**src/rtl/mem_arb_pkg.sv**
```systemverilog
// Shared encodings for the memory port arbiter: FSM states and port owner.
package mem_arb_pkg;

    typedef logic [1:0] state_t;

    localparam state_t ST_IDLE  = 2'd0;
    localparam state_t ST_ISSUE = 2'd1;
    localparam state_t ST_WAIT  = 2'd2;

    localparam logic OWN_IF = 1'b0;
    localparam logic OWN_D  = 1'b1;

endpackage

```
**src/rtl/mem_port_arbiter_if.sv**
```systemverilog
// Bus bundle between the CPU fetch/load-store paths, the arbiter and the memory.
interface mem_port_arbiter_if #(
    parameter int AW = 32,
    parameter int DW = 32
);
    logic          if_req;
    logic [AW-1:0] if_addr;
    logic          if_gnt;
    logic          if_rvalid;
    logic [DW-1:0] if_rdata;
    logic          d_req;
    logic          d_we;
    logic [AW-1:0] d_addr;
    logic [DW-1:0] d_wdata;
    logic          d_gnt;
    logic          d_rvalid;
    logic [DW-1:0] d_rdata;
    logic          mem_en;
    logic          mem_we;
    logic [AW-1:0] mem_addr;
    logic [DW-1:0] mem_wdata;
    logic [DW-1:0] mem_rdata;
    logic          busy;

    // Arbiter side.
    modport slave (
        input  if_req, if_addr, d_req, d_we, d_addr, d_wdata, mem_rdata,
        output if_gnt, if_rvalid, if_rdata, d_gnt, d_rvalid, d_rdata,
        output mem_en, mem_we, mem_addr, mem_wdata, busy
    );

    // Requester and memory side.
    modport master (
        output if_req, if_addr, d_req, d_we, d_addr, d_wdata, mem_rdata,
        input  if_gnt, if_rvalid, if_rdata, d_gnt, d_rvalid, d_rdata,
        input  mem_en, mem_we, mem_addr, mem_wdata, busy
    );

endinterface

```
**src/rtl/mem_lat_timer.sv**
```systemverilog
// Loadable down-counter timing the fixed memory latency; done marks the response cycle.
module mem_lat_timer #(
    parameter int MEM_LAT = 2
) (
    input  logic clk,
    input  logic reset,
    input  logic load,
    output logic done
);
    localparam int CW = $clog2(MEM_LAT + 1);
    localparam logic [CW-1:0] CNT_INIT = CW'(MEM_LAT - 1);

    logic [CW-1:0] cnt_q, cnt_d;
    logic          armed_q, armed_d;

    always_comb begin
        cnt_d   = cnt_q;
        armed_d = armed_q;
        if (load) begin
            cnt_d   = CNT_INIT;
            armed_d = 1'b1;
        end else if (armed_q) begin
            if (cnt_q == '0) armed_d = 1'b0;
            else             cnt_d   = cnt_q - CW'(1);
        end
    end

    always_ff @(posedge clk or posedge reset) begin
        if (reset) begin
            cnt_q   <= '0;
            armed_q <= 1'b0;
        end else begin
            cnt_q   <= cnt_d;
            armed_q <= armed_d;
        end
    end

    assign done = armed_q && (cnt_q == '0);

endmodule

```
**src/rtl/mem_port_arbiter.sv**
```systemverilog
// Shares one single-ported memory between instruction fetch and load/store,
// alternating on ties and timing each fixed-latency response.
module mem_port_arbiter
    import mem_arb_pkg::*;
#(
    parameter int AW      = 32,
    parameter int DW      = 32,
    parameter int MEM_LAT = 2
) (
    input  logic               clk,
    input  logic               reset,
    mem_port_arbiter_if.slave  bus
);
    state_t        state_q, state_d;
    logic          owner_q, owner_d;
    logic          last_owner_q, last_owner_d;
    logic          we_q, we_d;
    logic          mem_en_q, mem_en_d;
    logic          mem_we_q, mem_we_d;
    logic [AW-1:0] mem_addr_q, mem_addr_d;
    logic [DW-1:0] mem_wdata_q, mem_wdata_d;
    logic          load, done, arb_pt, win_d;

    assign load = (state_q == ST_ISSUE);

    mem_lat_timer #(.MEM_LAT(MEM_LAT)) u_timer (
        .clk   (clk),
        .reset (reset),
        .load  (load),
        .done  (done)
    );

    assign arb_pt = (state_q == ST_IDLE) || ((state_q == ST_WAIT) && done);
    // On a tie the requester that did not own the previous access wins.
    assign win_d  = bus.d_req && (!bus.if_req || (last_owner_q == OWN_IF));

    always_comb begin
        state_d      = state_q;
        owner_d      = owner_q;
        last_owner_d = last_owner_q;
        we_d         = we_q;
        mem_en_d     = 1'b0;
        mem_we_d     = 1'b0;
        mem_addr_d   = mem_addr_q;
        mem_wdata_d  = mem_wdata_q;
        if (state_q == ST_ISSUE) state_d = ST_WAIT;
        if (arb_pt) begin
            if (bus.if_req || bus.d_req) begin
                state_d      = ST_ISSUE;
                owner_d      = win_d ? OWN_D : OWN_IF;
                last_owner_d = win_d ? OWN_D : OWN_IF;
                we_d         = win_d && bus.d_we;
                mem_en_d     = 1'b1;
                mem_we_d     = win_d && bus.d_we;
                mem_addr_d   = win_d ? bus.d_addr : bus.if_addr;
                mem_wdata_d  = win_d ? bus.d_wdata : '0;
            end else begin
                state_d = ST_IDLE;
            end
        end
    end

    always_ff @(posedge clk or posedge reset) begin
        if (reset) begin
            state_q      <= ST_IDLE;
            owner_q      <= OWN_IF;
            last_owner_q <= OWN_IF;
            we_q         <= 1'b0;
            mem_en_q     <= 1'b0;
            mem_we_q     <= 1'b0;
            mem_addr_q   <= '0;
            mem_wdata_q  <= '0;
        end else begin
            state_q      <= state_d;
            owner_q      <= owner_d;
            last_owner_q <= last_owner_d;
            we_q         <= we_d;
            mem_en_q     <= mem_en_d;
            mem_we_q     <= mem_we_d;
            mem_addr_q   <= mem_addr_d;
            mem_wdata_q  <= mem_wdata_d;
        end
    end

    assign bus.if_gnt    = (state_q == ST_ISSUE) && (owner_q == OWN_IF);
    assign bus.d_gnt     = (state_q == ST_ISSUE) && (owner_q == OWN_D);
    assign bus.if_rvalid = (state_q == ST_WAIT) && done && (owner_q == OWN_IF);
    assign bus.d_rvalid  = (state_q == ST_WAIT) && done && (owner_q == OWN_D);
    assign bus.if_rdata  = bus.if_rvalid ? bus.mem_rdata : '0;
    assign bus.d_rdata   = (bus.d_rvalid && !we_q) ? bus.mem_rdata : '0;
    assign bus.mem_en    = mem_en_q;
    assign bus.mem_we    = mem_we_q;
    assign bus.mem_addr  = mem_addr_q;
    assign bus.mem_wdata = mem_wdata_q;
    assign bus.busy      = (state_q != ST_IDLE);

endmodule

```
**src/flat_wrapper.sv**
```systemverilog
// flat-port wrapper written by rule: the top's interface ports become plain ports
module mem_port_arbiter_flat import mem_arb_pkg::*;
#(
    parameter int AW      = 32,
    parameter int DW      = 32,
    parameter int MEM_LAT = 2
)
  (clk, reset, bus_if_req, bus_if_addr, bus_d_req, bus_d_we, bus_d_addr, bus_d_wdata, bus_mem_rdata, bus_if_gnt, bus_if_rvalid, bus_if_rdata, bus_d_gnt, bus_d_rvalid, bus_d_rdata, bus_mem_en, bus_mem_we, bus_mem_addr, bus_mem_wdata, bus_busy);
  mem_port_arbiter_if #(.AW(AW), .DW(DW)) bus_i ();
  input  logic clk;
  input  logic reset;
  input wire logic [$bits(bus_i.if_req)-1:0] bus_if_req;
  input wire logic [$bits(bus_i.if_addr)-1:0] bus_if_addr;
  input wire logic [$bits(bus_i.d_req)-1:0] bus_d_req;
  input wire logic [$bits(bus_i.d_we)-1:0] bus_d_we;
  input wire logic [$bits(bus_i.d_addr)-1:0] bus_d_addr;
  input wire logic [$bits(bus_i.d_wdata)-1:0] bus_d_wdata;
  input wire logic [$bits(bus_i.mem_rdata)-1:0] bus_mem_rdata;
  output wire logic [$bits(bus_i.if_gnt)-1:0] bus_if_gnt;
  output wire logic [$bits(bus_i.if_rvalid)-1:0] bus_if_rvalid;
  output wire logic [$bits(bus_i.if_rdata)-1:0] bus_if_rdata;
  output wire logic [$bits(bus_i.d_gnt)-1:0] bus_d_gnt;
  output wire logic [$bits(bus_i.d_rvalid)-1:0] bus_d_rvalid;
  output wire logic [$bits(bus_i.d_rdata)-1:0] bus_d_rdata;
  output wire logic [$bits(bus_i.mem_en)-1:0] bus_mem_en;
  output wire logic [$bits(bus_i.mem_we)-1:0] bus_mem_we;
  output wire logic [$bits(bus_i.mem_addr)-1:0] bus_mem_addr;
  output wire logic [$bits(bus_i.mem_wdata)-1:0] bus_mem_wdata;
  output wire logic [$bits(bus_i.busy)-1:0] bus_busy;
  assign bus_i.if_req = bus_if_req;
  assign bus_i.if_addr = bus_if_addr;
  assign bus_i.d_req = bus_d_req;
  assign bus_i.d_we = bus_d_we;
  assign bus_i.d_addr = bus_d_addr;
  assign bus_i.d_wdata = bus_d_wdata;
  assign bus_i.mem_rdata = bus_mem_rdata;
  assign bus_if_gnt = bus_i.if_gnt;
  assign bus_if_rvalid = bus_i.if_rvalid;
  assign bus_if_rdata = bus_i.if_rdata;
  assign bus_d_gnt = bus_i.d_gnt;
  assign bus_d_rvalid = bus_i.d_rvalid;
  assign bus_d_rdata = bus_i.d_rdata;
  assign bus_mem_en = bus_i.mem_en;
  assign bus_mem_we = bus_i.mem_we;
  assign bus_mem_addr = bus_i.mem_addr;
  assign bus_mem_wdata = bus_i.mem_wdata;
  assign bus_busy = bus_i.busy;
  mem_port_arbiter #(.AW(AW), .DW(DW), .MEM_LAT(MEM_LAT)) u_core (.clk(clk), .reset(reset), .bus(bus_i));
endmodule
```
**config.mk**
```make
export PLATFORM = sky130hd
export DESIGN_NAME = mem_port_arbiter_flat
export DESIGN_NICKNAME = d
export VERILOG_FILES = /design/src/rtl/mem_arb_pkg.sv /design/src/rtl/mem_port_arbiter_if.sv /design/src/rtl/mem_lat_timer.sv /design/src/rtl/mem_port_arbiter.sv /design/src/flat_wrapper.sv
export SDC_FILE = /design/constraint.sdc
export NUM_CORES = 1
export LEC_CHECK = 0
export BUFFER_PORTS_ARGS = -buffer_cell sky130_fd_sc_hd__buf_4
export CORE_MARGIN = 10
export CORE_UTILIZATION = 45
export DETAILED_ROUTE_END_ITERATION = 16
export PLACE_DENSITY = 0.84
export SLEW_MARGIN = 20
export SYNTH_ARGS = -nofsm -noshare
export SYNTH_HDL_FRONTEND = slang
export SYNTH_SLANG_ARGS = --single-unit
```
**constraint.sdc**
```tcl
create_clock -name clk -period 5.2 [get_ports clk]
set_input_delay 0.26 -clock clk [delete_from_list [all_inputs] [get_ports clk]]
set_output_delay 0.26 -clock clk [all_outputs]
set_load 0.02 [all_outputs]
```
==> results.sh <==
export IMPL_status="complete, no violations"
export IMPL_synth_top_area_frac=0.474
export IMPL_place_hpwl_um=11600
export IMPL_crit_chain="inv_1, ha_1, nand2_1, a211o_1, clkinv_2, buf_4, mux2_2"
export IMPL_worstSetupPathType="register to register"
export IMPL_initial_core_util=0.467
export IMPL_max_slew_worst_pin_slew_ns=1.13
export IMPL_finalSetupViolations=0
export IMPL_synthXorXnorAreaFrac=0.00227
export IMPL_hold_path_depth=3
export IMPL_synth_area_leaders="dfrtp_1, mux2_2, and2_1"
export IMPL_irDropWorstVdd_uv=347
export IMPL_drive_gt1_frac=0.578
export IMPL_slew_limit_headroom=0.244
export IMPL_synth_fa_ha_area_frac=0.00325
export IMPL_rsz0062_at_grt="no"
export IMPL_timing_setup_tns_ns=0
export IMPL_nets=745
export IMPL_cp_max_fo=37
export IMPL_wl_per_cell_um=19.3
export IMPL_drt_drc_violations_left=0
export IMPL_drtIter0Drc=165
export IMPL_fmax_mhz=382
export IMPL_syn_num_nets=483
export IMPL_ant_nets=0
export IMPL_synth_cell_type_count=28
export IMPL_synth_top_cell_by_area="dfrtp_1"
export IMPL_die_h_um=113
export IMPL_synthMuxAreaShare=0.280
export IMPL_crit_slowest_cell="buf_4"
export IMPL_pin_count=268
export IMPL_ctsHoldBuffers=0
export IMPL_end_kind="register"
export IMPL_p_per_area_mw_per_mm2=463
export IMPL_r2r_cells=7
export IMPL_num_vias=3377
export IMPL_clk_latency_ns=0.35
export IMPL_fp_row_count=33
export IMPL_grt_pass1_wl_um=20900
export IMPL_startpoint_type="register"
export IMPL_synth_compound_area_frac=0.0120
export IMPL_synth_area_mm2=0.00385
export IMPL_grt_ovfl_total=0
export IMPL_final_max_slew_viol_count=0
export IMPL_postCtsSetupBuffers=0
export IMPL_avgSynthCellArea_um2=11.0
export IMPL_synth_seq_cells=73
export IMPL_finClkSkew_ns=0.00741
export IMPL_synth_warning_count=0
export IMPL_max_cap_violations=0
export IMPL_hold_viol=0
export IMPL_fill_cells=597
export IMPL_cp_depth=7
export IMPL_dr_pass1_iters=4
export IMPL_die_width_um=113
export IMPL_vias_per_cell=4.68
export IMPL_ctsHtreeMaxLevel=3
export IMPL_synth_top_family_by_area="multiplexers"
export IMPL_clkSinkCount=73
export IMPL_cpLargestDelayFamily="buffers and inverters"
export IMPL_p_leak_nw=3.14
export IMPL_hp_class="input port to register"
export IMPL_period_needed_ns=2.62
export IMPL_post_route_period_util=0.503
export IMPL_gp_congestion=0.915
export IMPL_grt_pass1_vias=3639
export IMPL_core_mm2=0.00826
export IMPL_finalCoreUtilization=0.745
export IMPL_clockBufferDepth=2
export IMPL_synthCells=349
export IMPL_cts_tree="yes"
export IMPL_io_buffers=267
export IMPL_yosys_area_share_simple=0.155
export IMPL_cts_inserted_buffers=9
export IMPL_critPathBufInv=3
export IMPL_grt_max_degree=74
export IMPL_crit_path_max_incr_delay_ns=0.54
export IMPL_ctsResizeCount=0
export IMPL_yosysSeqAreaShare=0.474
export IMPL_clk_pin_slew_worst_paths_ns=0.08
export IMPL_dieArea_mm2=0.0127
export IMPL_root_buffer="clkbuf_8"
export IMPL_total_power_mw=2.85
export IMPL_hold_slack_ns=0.160
export IMPL_drt_wl_total_um=14000
export IMPL_antenna_found_initial=1
export IMPL_track_usage=0.209
export IMPL_critical_path_arrival_ns=2.85
export IMPL_crit_required_ns=5.43
export IMPL_syn_to_final_growth_pct=59.6
## final timing paths
kind	end	slack (ns)	from
min in group asynchronous	u_core.bus.mem_wdata[9]	0.19	reset
worst max-delay path	u_core.owner_q	2.58	u_core.u_timer.cnt_q[0]
worst min-delay path	u_core.bus.mem_wdata[18]	0.16	bus_d_wdata[18]
worst max register to register	u_core.owner_q	2.58	u_core.u_timer.cnt_q[0]
worst min register to register	u_core.bus.mem_addr[8]	0.51	u_core.bus.mem_addr[8]
max in group asynchronous	u_core.bus.mem_wdata[31]	4.41	reset
## worst register-to-register path, cell delays in order, from the launching register on
cell	delay, ns
dfrtp_1	0.39
inv_1	0.06
ha_1	0.20
nand2_1	0.09
a211o_1	0.34
clkinv_2	0.48
buf_4	0.56
mux2_2	0.39
## where the power goes
| part | internal, mW | switching [mW] |
|---|---|---|
| clock | 0.321 | 0.217 |
| combinational | 0.636 | 0.685 |
| sequential | 0.831 | 0.158 |
## area by class of cell
cell class | instances | area (um2) | share of cell area
multi-input combinational | 217 | 1770 | 0.287
antenna | 1 | 2.50 | 0.000407
clock buffer | 10 | 128 | 0.0207
tap | 105 | 131 | 0.0214
sequential | 73 | 1830 | 0.297
timing repair buffer | 271 | 2030 | 0.331
inverter | 39 | 148 | 0.0240
clock inverter | 6 | 115 | 0.0187
## cells by family (layout without fill, tap and decap cells)
kind of cell               count (synthesis)  after routing
DFF                                       73             73
xor gates and xnor gates                   1              1
AOI/OAI and AO/OA                          6              6
adders and majority gates                  1              1
and+or+nand+nor                          112            112
buffers and inverters                     59            326
other                                      0              1
muxes                                     97             97
## layout by cell type, fill, tap and decap left out, types with 3 or more instances in the layout
cell type	netlist	routed
and2_1	64	64
buf_4	2	271
bufinv_16	0	3
clkbuf_8	0	9
dfrtp_1	73	73
inv_1	38	37
mux2_2	58	58
mux2_4	7	7
mux2i_1	32	32
nand2_1	37	37
nor2_1	5	5
## routing by layer
layer | share of wire | track usage | up-vias
met5 | 0 | 0 | -
met4 | 0.018 | 0.0778 | 0
met3 | 0.076 | 0.0639 | 14
met2 | 0.56 | 0.405 | 143
met1 | 0.34 | 0.198 | 1585
li1 | - | - | 1635
## through the flow
step	instance area, um2	instances	worst slack, ns
final	6150	722	2.58
after global routing	6150	722	2.42
after CTS	6150	721	2.55
after detailed placement	5910	705	2.56
after global placement	5900	705	2.62
after floorplan	3850	349	3.09
## registers in the layout (all words and copies together), names as in the netlist
signal and cells:
u_core.bus.mem_en 1, u_core.we_q 1, u_core.u_timer.cnt_q 2, u_core.owner_q 1, u_core.u_timer.armed_q 1, u_core.bus.mem_we 1
u_core.bus.mem_addr 32, u_core.bus.mem_wdata 32, u_core.state_q 2
## synth_stat cells
library cell,n
buf_12,1
and3_1,1
and2_1,64
mux2i_1,32
buf_2,7
o211a_1,1
ha_1,1
xnor2_1,1
nand2b_1,1
buf_4,2
nor2_1,5
mux2_2,58
or2_2,1
dfrtp_1,73
mux2_4,7
a211o_1,1
nor2b_1,1
a21boi_1,1
nand2_1,37
buf_6,4
nor3_1,1
a21oi_1,1
nand4b_1,1
o21ai_0,1
a32o_1,1
clkbuf_1,6
inv_1,38
inv_2,1
Note: power is estimated with default switching activity, not from simulation.
